===== src/rtl/cpu_run_ctrl_if.sv =====
// cpu_run_ctrl_if
// Bundles the run-control button inputs, the breakpoint/PC inputs and the
// CPU control outputs of cpu_run_ctrl.
//   master : environment side (drives buttons, breakpoint and pc; observes outputs)
//   slave  : cpu_run_ctrl side
// Signals:
//   run_btn, halt_btn, step_btn, soft_rst_btn : request levels, act on rising edge
//   bp_en, bp_addr[31:0]                       : breakpoint enable and PC
//   pc[31:0]                                   : current CPU fetch address
//   cpu_en                                     : CPU clock-enable (combinational)
//   cpu_rst                                    : CPU reset (registered)
//   state[1:0]                                 : HOLD=00 RUN=01 HALT=10 STEP=11
//   step_done                                  : one-cycle pulse after a step
//   cycle_count[31:0]                          : number of cycles with cpu_en=1
interface cpu_run_ctrl_if;
    logic        run_btn;
    logic        halt_btn;
    logic        step_btn;
    logic        soft_rst_btn;
    logic        bp_en;
    logic [31:0] bp_addr;
    logic [31:0] pc;
    logic        cpu_en;
    logic        cpu_rst;
    logic [1:0]  state;
    logic        step_done;
    logic [31:0] cycle_count;

    modport master (
        output run_btn, halt_btn, step_btn, soft_rst_btn, bp_en, bp_addr, pc,
        input  cpu_en, cpu_rst, state, step_done, cycle_count
    );

    modport slave (
        input  run_btn, halt_btn, step_btn, soft_rst_btn, bp_en, bp_addr, pc,
        output cpu_en, cpu_rst, state, step_done, cycle_count
    );
endinterface


===== src/rtl/cpu_run_ctrl.sv =====
// cpu_run_ctrl
// Run/halt/single-step controller for a soft CPU. After any reset event the
// CPU is held in reset for HOLD_CYCLES cycles, then enters RUN (AUTO_RUN=1)
// or HALT (AUTO_RUN=0). Button requests act on rising edges; a breakpoint
// comparator stops the CPU before it executes the instruction at bp_addr.
// Ports:
//   clock : system clock, all state updates on its rising edge
//   reset : synchronous active-high reset
//   bus   : cpu_run_ctrl_if.slave (buttons, breakpoint, pc in; cpu control out)
module cpu_run_ctrl #(
    parameter int HOLD_CYCLES = 4,
    parameter bit AUTO_RUN    = 1'b0
) (
    input  logic          clock,
    input  logic          reset,
    cpu_run_ctrl_if.slave bus
);

    typedef enum logic [1:0] {
        ST_HOLD = 2'b00,
        ST_RUN  = 2'b01,
        ST_HALT = 2'b10,
        ST_STEP = 2'b11
    } state_t;

    localparam int CNT_W = (HOLD_CYCLES < 2) ? 1 : $clog2(HOLD_CYCLES + 1);
    localparam logic [CNT_W-1:0] HOLD_INIT = CNT_W'(HOLD_CYCLES);

    // Button vector bit positions
    localparam int BTN_RUN  = 0;
    localparam int BTN_HALT = 1;
    localparam int BTN_STEP = 2;
    localparam int BTN_SOFT = 3;

    state_t            state_reg;
    logic [CNT_W-1:0]  hold_cnt_reg;
    logic              cpu_rst_reg;
    logic              step_done_reg;
    logic [31:0]       cycle_count_reg;
    logic              bp_skip_reg;
    logic [3:0]        btn_prev_reg;

    logic [3:0]        btn_now;
    logic [3:0]        btn_edge;
    logic              bp_hit;
    logic              cpu_en_next;

    assign btn_now = {bus.soft_rst_btn, bus.step_btn, bus.halt_btn, bus.run_btn};

    // Rising-edge detect; prev registers reset to 1 so a button held through
    // reset does not register as a press.
    generate
        for (genvar gi = 0; gi < 4; gi++) begin : g_edge
            assign btn_edge[gi] = btn_now[gi] & ~btn_prev_reg[gi];
        end
    endgenerate

    // cpu_en must be combinational so a halt edge or breakpoint stops the CPU
    // in the very cycle it is seen, before the instruction at pc executes.
    always_comb begin
        bp_hit      = 1'b0;
        cpu_en_next = 1'b0;
        case (state_reg)
            ST_RUN: begin
                bp_hit      = bus.bp_en & (bus.pc == bus.bp_addr) & ~bp_skip_reg;
                cpu_en_next = ~btn_edge[BTN_HALT] & ~bp_hit;
            end
            ST_STEP: cpu_en_next = 1'b1;
            default: cpu_en_next = 1'b0;
        endcase
    end

    always_ff @(posedge clock) begin
        if (reset) begin
            state_reg       <= ST_HOLD;
            hold_cnt_reg    <= HOLD_INIT;
            cpu_rst_reg     <= 1'b1;
            step_done_reg   <= 1'b0;
            cycle_count_reg <= 32'd0;
            bp_skip_reg     <= 1'b0;
            btn_prev_reg    <= '1;
        end else begin
            btn_prev_reg  <= btn_now;
            step_done_reg <= (state_reg == ST_STEP);

            // The skip only covers the first RUN cycle after resuming.
            if (state_reg == ST_RUN) begin
                bp_skip_reg <= 1'b0;
            end

            if (btn_edge[BTN_SOFT] || (state_reg == ST_HOLD)) begin
                cycle_count_reg <= 32'd0;
            end else if (cpu_en_next) begin
                cycle_count_reg <= cycle_count_reg + 32'd1;
            end

            cpu_rst_reg <= 1'b0;
            if (btn_edge[BTN_SOFT]) begin
                state_reg    <= ST_HOLD;
                hold_cnt_reg <= HOLD_INIT;
                cpu_rst_reg  <= 1'b1;
            end else begin
                case (state_reg)
                    ST_HOLD: begin
                        if (hold_cnt_reg != '0) begin
                            hold_cnt_reg <= hold_cnt_reg - CNT_W'(1);
                        end
                        if (hold_cnt_reg <= CNT_W'(1)) begin
                            state_reg <= AUTO_RUN ? ST_RUN : ST_HALT;
                        end else begin
                            cpu_rst_reg <= 1'b1;
                        end
                    end
                    ST_RUN: begin
                        if (btn_edge[BTN_HALT] || bp_hit) begin
                            state_reg <= ST_HALT;
                        end
                    end
                    ST_HALT: begin
                        if (btn_edge[BTN_STEP]) begin
                            state_reg <= ST_STEP;
                        end else if (btn_edge[BTN_RUN]) begin
                            state_reg   <= ST_RUN;
                            bp_skip_reg <= 1'b1;
                        end
                    end
                    ST_STEP: state_reg <= ST_HALT;
                    default: state_reg <= ST_HALT;
                endcase
            end
        end
    end

    assign bus.cpu_en      = cpu_en_next;
    assign bus.cpu_rst     = cpu_rst_reg;
    assign bus.state       = state_reg;
    assign bus.step_done   = step_done_reg;
    assign bus.cycle_count = cycle_count_reg;

endmodule


===== src/flat_wrapper.sv =====
// flat-port wrapper written by rule: the top's interface ports become plain ports
module cpu_run_ctrl_flat 
#(
    parameter int HOLD_CYCLES = 4,
    parameter bit AUTO_RUN    = 1'b0
)
  (clock, reset, bus_run_btn, bus_halt_btn, bus_step_btn, bus_soft_rst_btn, bus_bp_en, bus_bp_addr, bus_pc, bus_cpu_en, bus_cpu_rst, bus_state, bus_step_done, bus_cycle_count);
  cpu_run_ctrl_if bus_i ();
  input  logic clock;
  input  logic reset;
  input wire logic [$bits(bus_i.run_btn)-1:0] bus_run_btn;
  input wire logic [$bits(bus_i.halt_btn)-1:0] bus_halt_btn;
  input wire logic [$bits(bus_i.step_btn)-1:0] bus_step_btn;
  input wire logic [$bits(bus_i.soft_rst_btn)-1:0] bus_soft_rst_btn;
  input wire logic [$bits(bus_i.bp_en)-1:0] bus_bp_en;
  input wire logic [$bits(bus_i.bp_addr)-1:0] bus_bp_addr;
  input wire logic [$bits(bus_i.pc)-1:0] bus_pc;
  output wire logic [$bits(bus_i.cpu_en)-1:0] bus_cpu_en;
  output wire logic [$bits(bus_i.cpu_rst)-1:0] bus_cpu_rst;
  output wire logic [$bits(bus_i.state)-1:0] bus_state;
  output wire logic [$bits(bus_i.step_done)-1:0] bus_step_done;
  output wire logic [$bits(bus_i.cycle_count)-1:0] bus_cycle_count;
  assign bus_i.run_btn = bus_run_btn;
  assign bus_i.halt_btn = bus_halt_btn;
  assign bus_i.step_btn = bus_step_btn;
  assign bus_i.soft_rst_btn = bus_soft_rst_btn;
  assign bus_i.bp_en = bus_bp_en;
  assign bus_i.bp_addr = bus_bp_addr;
  assign bus_i.pc = bus_pc;
  assign bus_cpu_en = bus_i.cpu_en;
  assign bus_cpu_rst = bus_i.cpu_rst;
  assign bus_state = bus_i.state;
  assign bus_step_done = bus_i.step_done;
  assign bus_cycle_count = bus_i.cycle_count;
  cpu_run_ctrl #(.HOLD_CYCLES(HOLD_CYCLES), .AUTO_RUN(AUTO_RUN)) u_core (.clock(clock), .reset(reset), .bus(bus_i));
endmodule

===== config.mk =====
export PLATFORM = sky130hd
export DESIGN_NAME = cpu_run_ctrl_flat
export DESIGN_NICKNAME = d
export VERILOG_FILES = /design/src/rtl/cpu_run_ctrl_if.sv /design/src/rtl/cpu_run_ctrl.sv /design/src/flat_wrapper.sv
export SDC_FILE = /design/constraint.sdc
export NUM_CORES = 1
export LEC_CHECK = 0
export ABC_AREA = 0
export BUFFER_PORTS_ARGS = -buffer_cell sky130_fd_sc_hd__buf_2
export CAP_MARGIN = 20
export CELL_PAD_IN_SITES_DETAIL_PLACEMENT = 2
export CELL_PAD_IN_SITES_GLOBAL_PLACEMENT = 2
export CORE_ASPECT_RATIO = 0.8
export CORE_UTILIZATION = 26
export DETAILED_ROUTE_END_ITERATION = 16
export HOLD_SLACK_MARGIN = 0.08
export PLACE_DENSITY_LB_ADDON = 0.3
export REMOVE_ABC_BUFFERS = 1
export SETUP_SLACK_MARGIN = 0.3
export SLEW_MARGIN = 30
export SYNTH_ARGS = -nofsm -noshare
export SYNTH_HDL_FRONTEND = slang
export SYNTH_SLANG_ARGS = --single-unit

===== constraint.sdc =====
create_clock -name clock -period 2.36 [get_ports clock]
set_input_delay 0.472 -clock clock [delete_from_list [all_inputs] [get_ports clock]]
set_output_delay 0.472 -clock clock [all_outputs]
set_load 0.02 [all_outputs]

; Yosys cells after proc, flatten, opt, wreduce, memory -nomap -nowiden
; Cells that the tools add are included.
[totals]
ff_bits = 44
in_bits = 71
out_inout_bits = 37
wordCells = 53
[classes]
addsub = 2
order_cmp = 1
eq_ne = 7
muxes = 14
n_bitwise = 14
n_reduce_logical = 8
[op_table]
columns = operator, n
row1 = $add A32 B1 Y32 const B, 1
row2 = $eq A32 B32 Y1, 1
row3 = $mux W1, 8
row4 = $mux W2, 4
row5 = $pmux W2 S4, 1
row6 = $and A1 B1 Y1, 7
row7 = $not A1 Y1, 7
row8 = $eq A2 B2 Y1 const B, 2
row9 = $ne A2 B2 Y1 const B, 2
row10 = $reduce_or A2 Y1, 2
row11 = $le A3 B1 Y1 const B, 1
row12 = $ne A3 B1 Y1 const B, 1
row13 = $reduce_and A3 Y1, 1
row14 = $reduce_bool A3 Y1, 1
row15 = $sub A3 B1 Y3 const B, 1
row16 = $eq A2 B1 Y1 const B, 1
row17 = $logic_not A2 Y1, 1
row18 = $logic_or A1 B1 Y1, 2
row19 = $pmux W1 S2, 1
row20 = $reduce_and A2 Y1, 1

; Logic depth before layout (Yosys ltp)
[depth]
depth_word = 7
mapped_depth = 8
depth_no_buf = 7

; Worst setup path after synthesis
; Ideal clock, no wire load.
[synth_timing]
path_type = input-to-output
startpoint = in bus_pc[14]
endpoint = out bus_cpu_en
t_arrival_ps = 1768
setup_slack_ps = 120
cell_stages = 7
cell_sequence = nor2b_1 a2111oi_2 and3_1 nand4_2 o21ai_1 buf_2 inv_1
[synth_between]
elab_chain_cells = 6
[synth_lines]
columns = item, line_no
row1 = start: declaration, flat_wrapper.sv:17  ; input wire logic [$bits(bus_i.pc)-1:0] bus_pc;
row2 = $eq A32 B32 Y1, cpu_run_ctrl.sv:65  ; bp_hit = bus.bp_en & (bus.pc == bus.bp_addr) & ~bp_skip_reg;
row3 = $and A1 B1 Y1 (2 in a row), cpu_run_ctrl.sv:65
row4 = $not A1 Y1, cpu_run_ctrl.sv:66  ; cpu_en_next = ~btn_edge[BTN_HALT] & ~bp_hit;
row5 = $and A1 B1 Y1, cpu_run_ctrl.sv:66
row6 = $pmux W1 S2, cpu_run_ctrl.sv:63  ; case (state_reg)
row7 = end: declaration, flat_wrapper.sv:18  ; output wire logic [$bits(bus_i.cpu_en)-1:0] bus_cpu_en;
; Every way passes these cells.

; Final worst setup path
[layout_timing]
startpoint = in bus_pc[23]
endpoint = out bus_cpu_en
; The elaborated chain is that of the path after synthesis.

==> flow_summary.json <==
{
  "synth-seq-cells": 44,
  "status": "completed",
  "cts_made_buffers": 5,
  "antenna_found_initial": 0,
  "initial_core_util": 0.2691,
  "power_leakage_uw": 0.001432,
  "syn_avg_cell_area_um2": 8.364,
  "period_share": 0.9688,
  "syn_area_um2": 2442,
  "yosysWarnings": 0,
  "grt_max_degree": 27,
  "p_per_area_nw_per_um2": 607.4,
  "placed_area_um2": 3194,
  "synth_most_common_cell": "dfxtp_1",
  "synth_edf_count": 0,
  "chipHeight_um": 88.69,
  "hold_violations": 0,
  "rsz0062_at_grt": "yes",
  "max-vdd-ir-drop_uv": 296.2,
  "fin_cells": 529,
  "clock_sinks": 44,
  "cts_tree": "done",
  "hold_class": "in2reg",
  "first_iter_violations": 73,
  "area_delta_synth_final_pct": 44.57,
  "yosys.area.top_type": "dfxtp_1",
  "holdPathStages": 2,
  "dp_cells": 518,
  "wl_um": 8442,
  "critPathLaunch": "bus_pc[23]",
  "yosysSeqAreaShare": 0.3607,
  "whs_ns": 0.3899,
  "clock_path_buffers": 2,
  "worst_pin_slew_ns": 0.4632,
  "finalNetCount": 488,
  "largest_register_ffs": 32,
  "htree_num_levels": 2,
  "ys_top_cells_by_count": "dfxtp_1 (44), a21oi_1 (28), xnor2_1 (22), or3_1 (21), nand2_1 (19)",
  "slew_viol_final": 0,
  "clkTransAtPathRegs_ns": 0.06,
  "setup.reg_to_reg.worst_slack_ns": 0.26,
  "overflow": 0,
  "wl_per_cell_um": 15.96,
  "track_usage": 0.1700,
  "synthArstFlopShare": 0,
  "hold_start": "bus_step_btn",
  "die_area_um2": 9788,
  "ys_top_cells_by_area": "dfxtp_1 (36%), xnor2_1 (7.9%), a21oi_1 (5.7%)",
  "fillers": 1044,
  "drive_gt1_frac": 0.3816,
  "cp.required_ns": 1.89,
  "min_to": "u_core.btn_prev_reg[2]",
  "syn_inst": 292,
  "finish.instance_area_um2": 3531,
  "grt_pass1_wl_um": 12700,
  "hold_buffers": 0,
  "cp_max_fo": 2,
  "gp_congestion": 0.6885,
  "port_buffers": 107,
  "relSlewSlack": 0.6901,
  "dp.final_hpwl_um": 6491,
  "drc_errors": 0,
  "antenna_left": 0,
  "crit_path_start_kind": "input port",
  "ff2ff_path_depth": 8,
  "critPathKind": "in2out",
  "post-route-min-period_ns": 2.286,
  "cp.arrival_ns": 1.81,
  "critPathCaptureType": "primary output",
  "fin_skew_ns": 0.006836,
  "via_per_inst": 4.932,
  "max_cap_viol_count": 0,
  "die_w_um": 110.4,
  "setup_viol": 0,
  "vias": 2609,
  "clkLatencyLatePin_ns": 0.28,
  "grt_pass1_vias": 2663,
  "io_pins": 108,
  "r2r_start": "u_core.bus.cycle_count[4]",
  "antenna_cells": 0,
  "ys.flop_type": "dfxtp_1",
  "synth_top_area_share": 0.3607,
  "core_um2": 9076,
  "root_buffer": "clkbuf_16",
  "ys_types": 45,
  "rows": 31,
  "dr.pass1.iters": 3,
  "timing.rr.end": "u_core.bus.cycle_count[30]",
  "fmax_mhz": 437.4
}
## worst max-delay path, stage by stage
cell and delay, ns:
buf_8 0.10, xor2_4 0.18, a2111oi_4 0.34, and3_4 0.25
nand4_4 0.09, o21ai_4 0.19, inv_2 0.05, buf_6 0.12
## through the flow
stage	setup TNS [ns]	power (uW)	setup WS [ns]	util
after floorplan	-0.4898	1187	-0.1533	-
after global placement	0	1399	0.01144	0.3519
after detailed placement	-0.04303	1431	-0.04303	0.3519
after CTS	0	2145	0.1120	0.3763
after global routing	-0.003345	2284	-0.003345	0.3890
final	0	2145	0.07356	0.3890
## layout make-up
type                            count  area [um^2]  share of cell area
Clock buffer                        5        125.1             0.03544
Clock inverter                      3        18.77            0.005315
Inverter                           16        60.06             0.01701
Multi-Input combinational cell    225         1598              0.4525
Sequential cell                    44        882.1              0.2498
Tap cell                          115        143.9             0.04075
Timing Repair Buffer              121        703.2              0.1991
## timing repair
item	CTS	global route
pin swaps	8	12
gates cloned	0	0
buffers inserted	1	2
endpoints found under the setup margin	6	27
resized for setup	15	21
## worst max path at each step
stage,endpoint,cells after the start
6_report,bus_cpu_en,8
5_1_grt,bus_cpu_en,8
4_1_cts,bus_cpu_en,8
3_5_place_dp,bus_cpu_en,8
3_3_place_gp,bus_cpu_en,8
2_1_floorplan,u_core.bus.cycle_count[4],3
## cells in the final DEF, fill, tap and decap left out, types with 4 or more instances in the layout
cell type	instances
buf_2	101
dfxtp_1	43
a21oi_1	28
or3_1	21
xnor2_1	20
nand2_1	19
nor2_1	16
inv_1	14
o21ai_1	14
buf_4	13
nand3_1	11
o21ai_0	10
xor2_1	8
nand4_1	7
or4_1	6
o21a_1	5
o31ai_1	5
clkbuf_16	5
nor2b_1	4
o211ai_1	4
or2_2	4
ha_1	4
buf_6	4
## report_power, final
| part | switching, uW | internal (uW) | leakage [uW] |
|---|---|---|---|
| combinational | 387 | 244 | 0.00100 |
| clock | 293 | 390 | 0.0000736 |
| sequential | 36.5 | 794 | 0.000357 |
| total | 717 | 1430 | 0.00143 |
## per-layer routing
| layer | part of all wire | GRT usage | vias to the layer above | wire length (um) |
|---|---|---|---|---|
| met5 | 0 | 0 | - | 0 |
| met4 | 0.0077 | 0.04306 | 0 | 65 |
| met3 | 0.061 | 0.03387 | 5 | 516 |
| met2 | 0.48 | 0.3072 | 74 | 4013 |
| met1 | 0.46 | 0.2062 | 1240 | 3845 |
| li1 | - | - | 1290 | - |
## cell families after synthesis
| group | after synthesis | share of synthesized area |
|---|---|---|
| buffers and inverters | 23 | 0.04047 |
| and+or+nand+nor | 112 | 0.2710 |
| AOI/OAI and AO/OA | 78 | 0.1962 |
| xor gates and xnor gates | 31 | 0.1112 |
| adders and majority gates | 4 | 0.02049 |
| DFF | 44 | 0.3607 |
(Power assumes the default switching activity.)
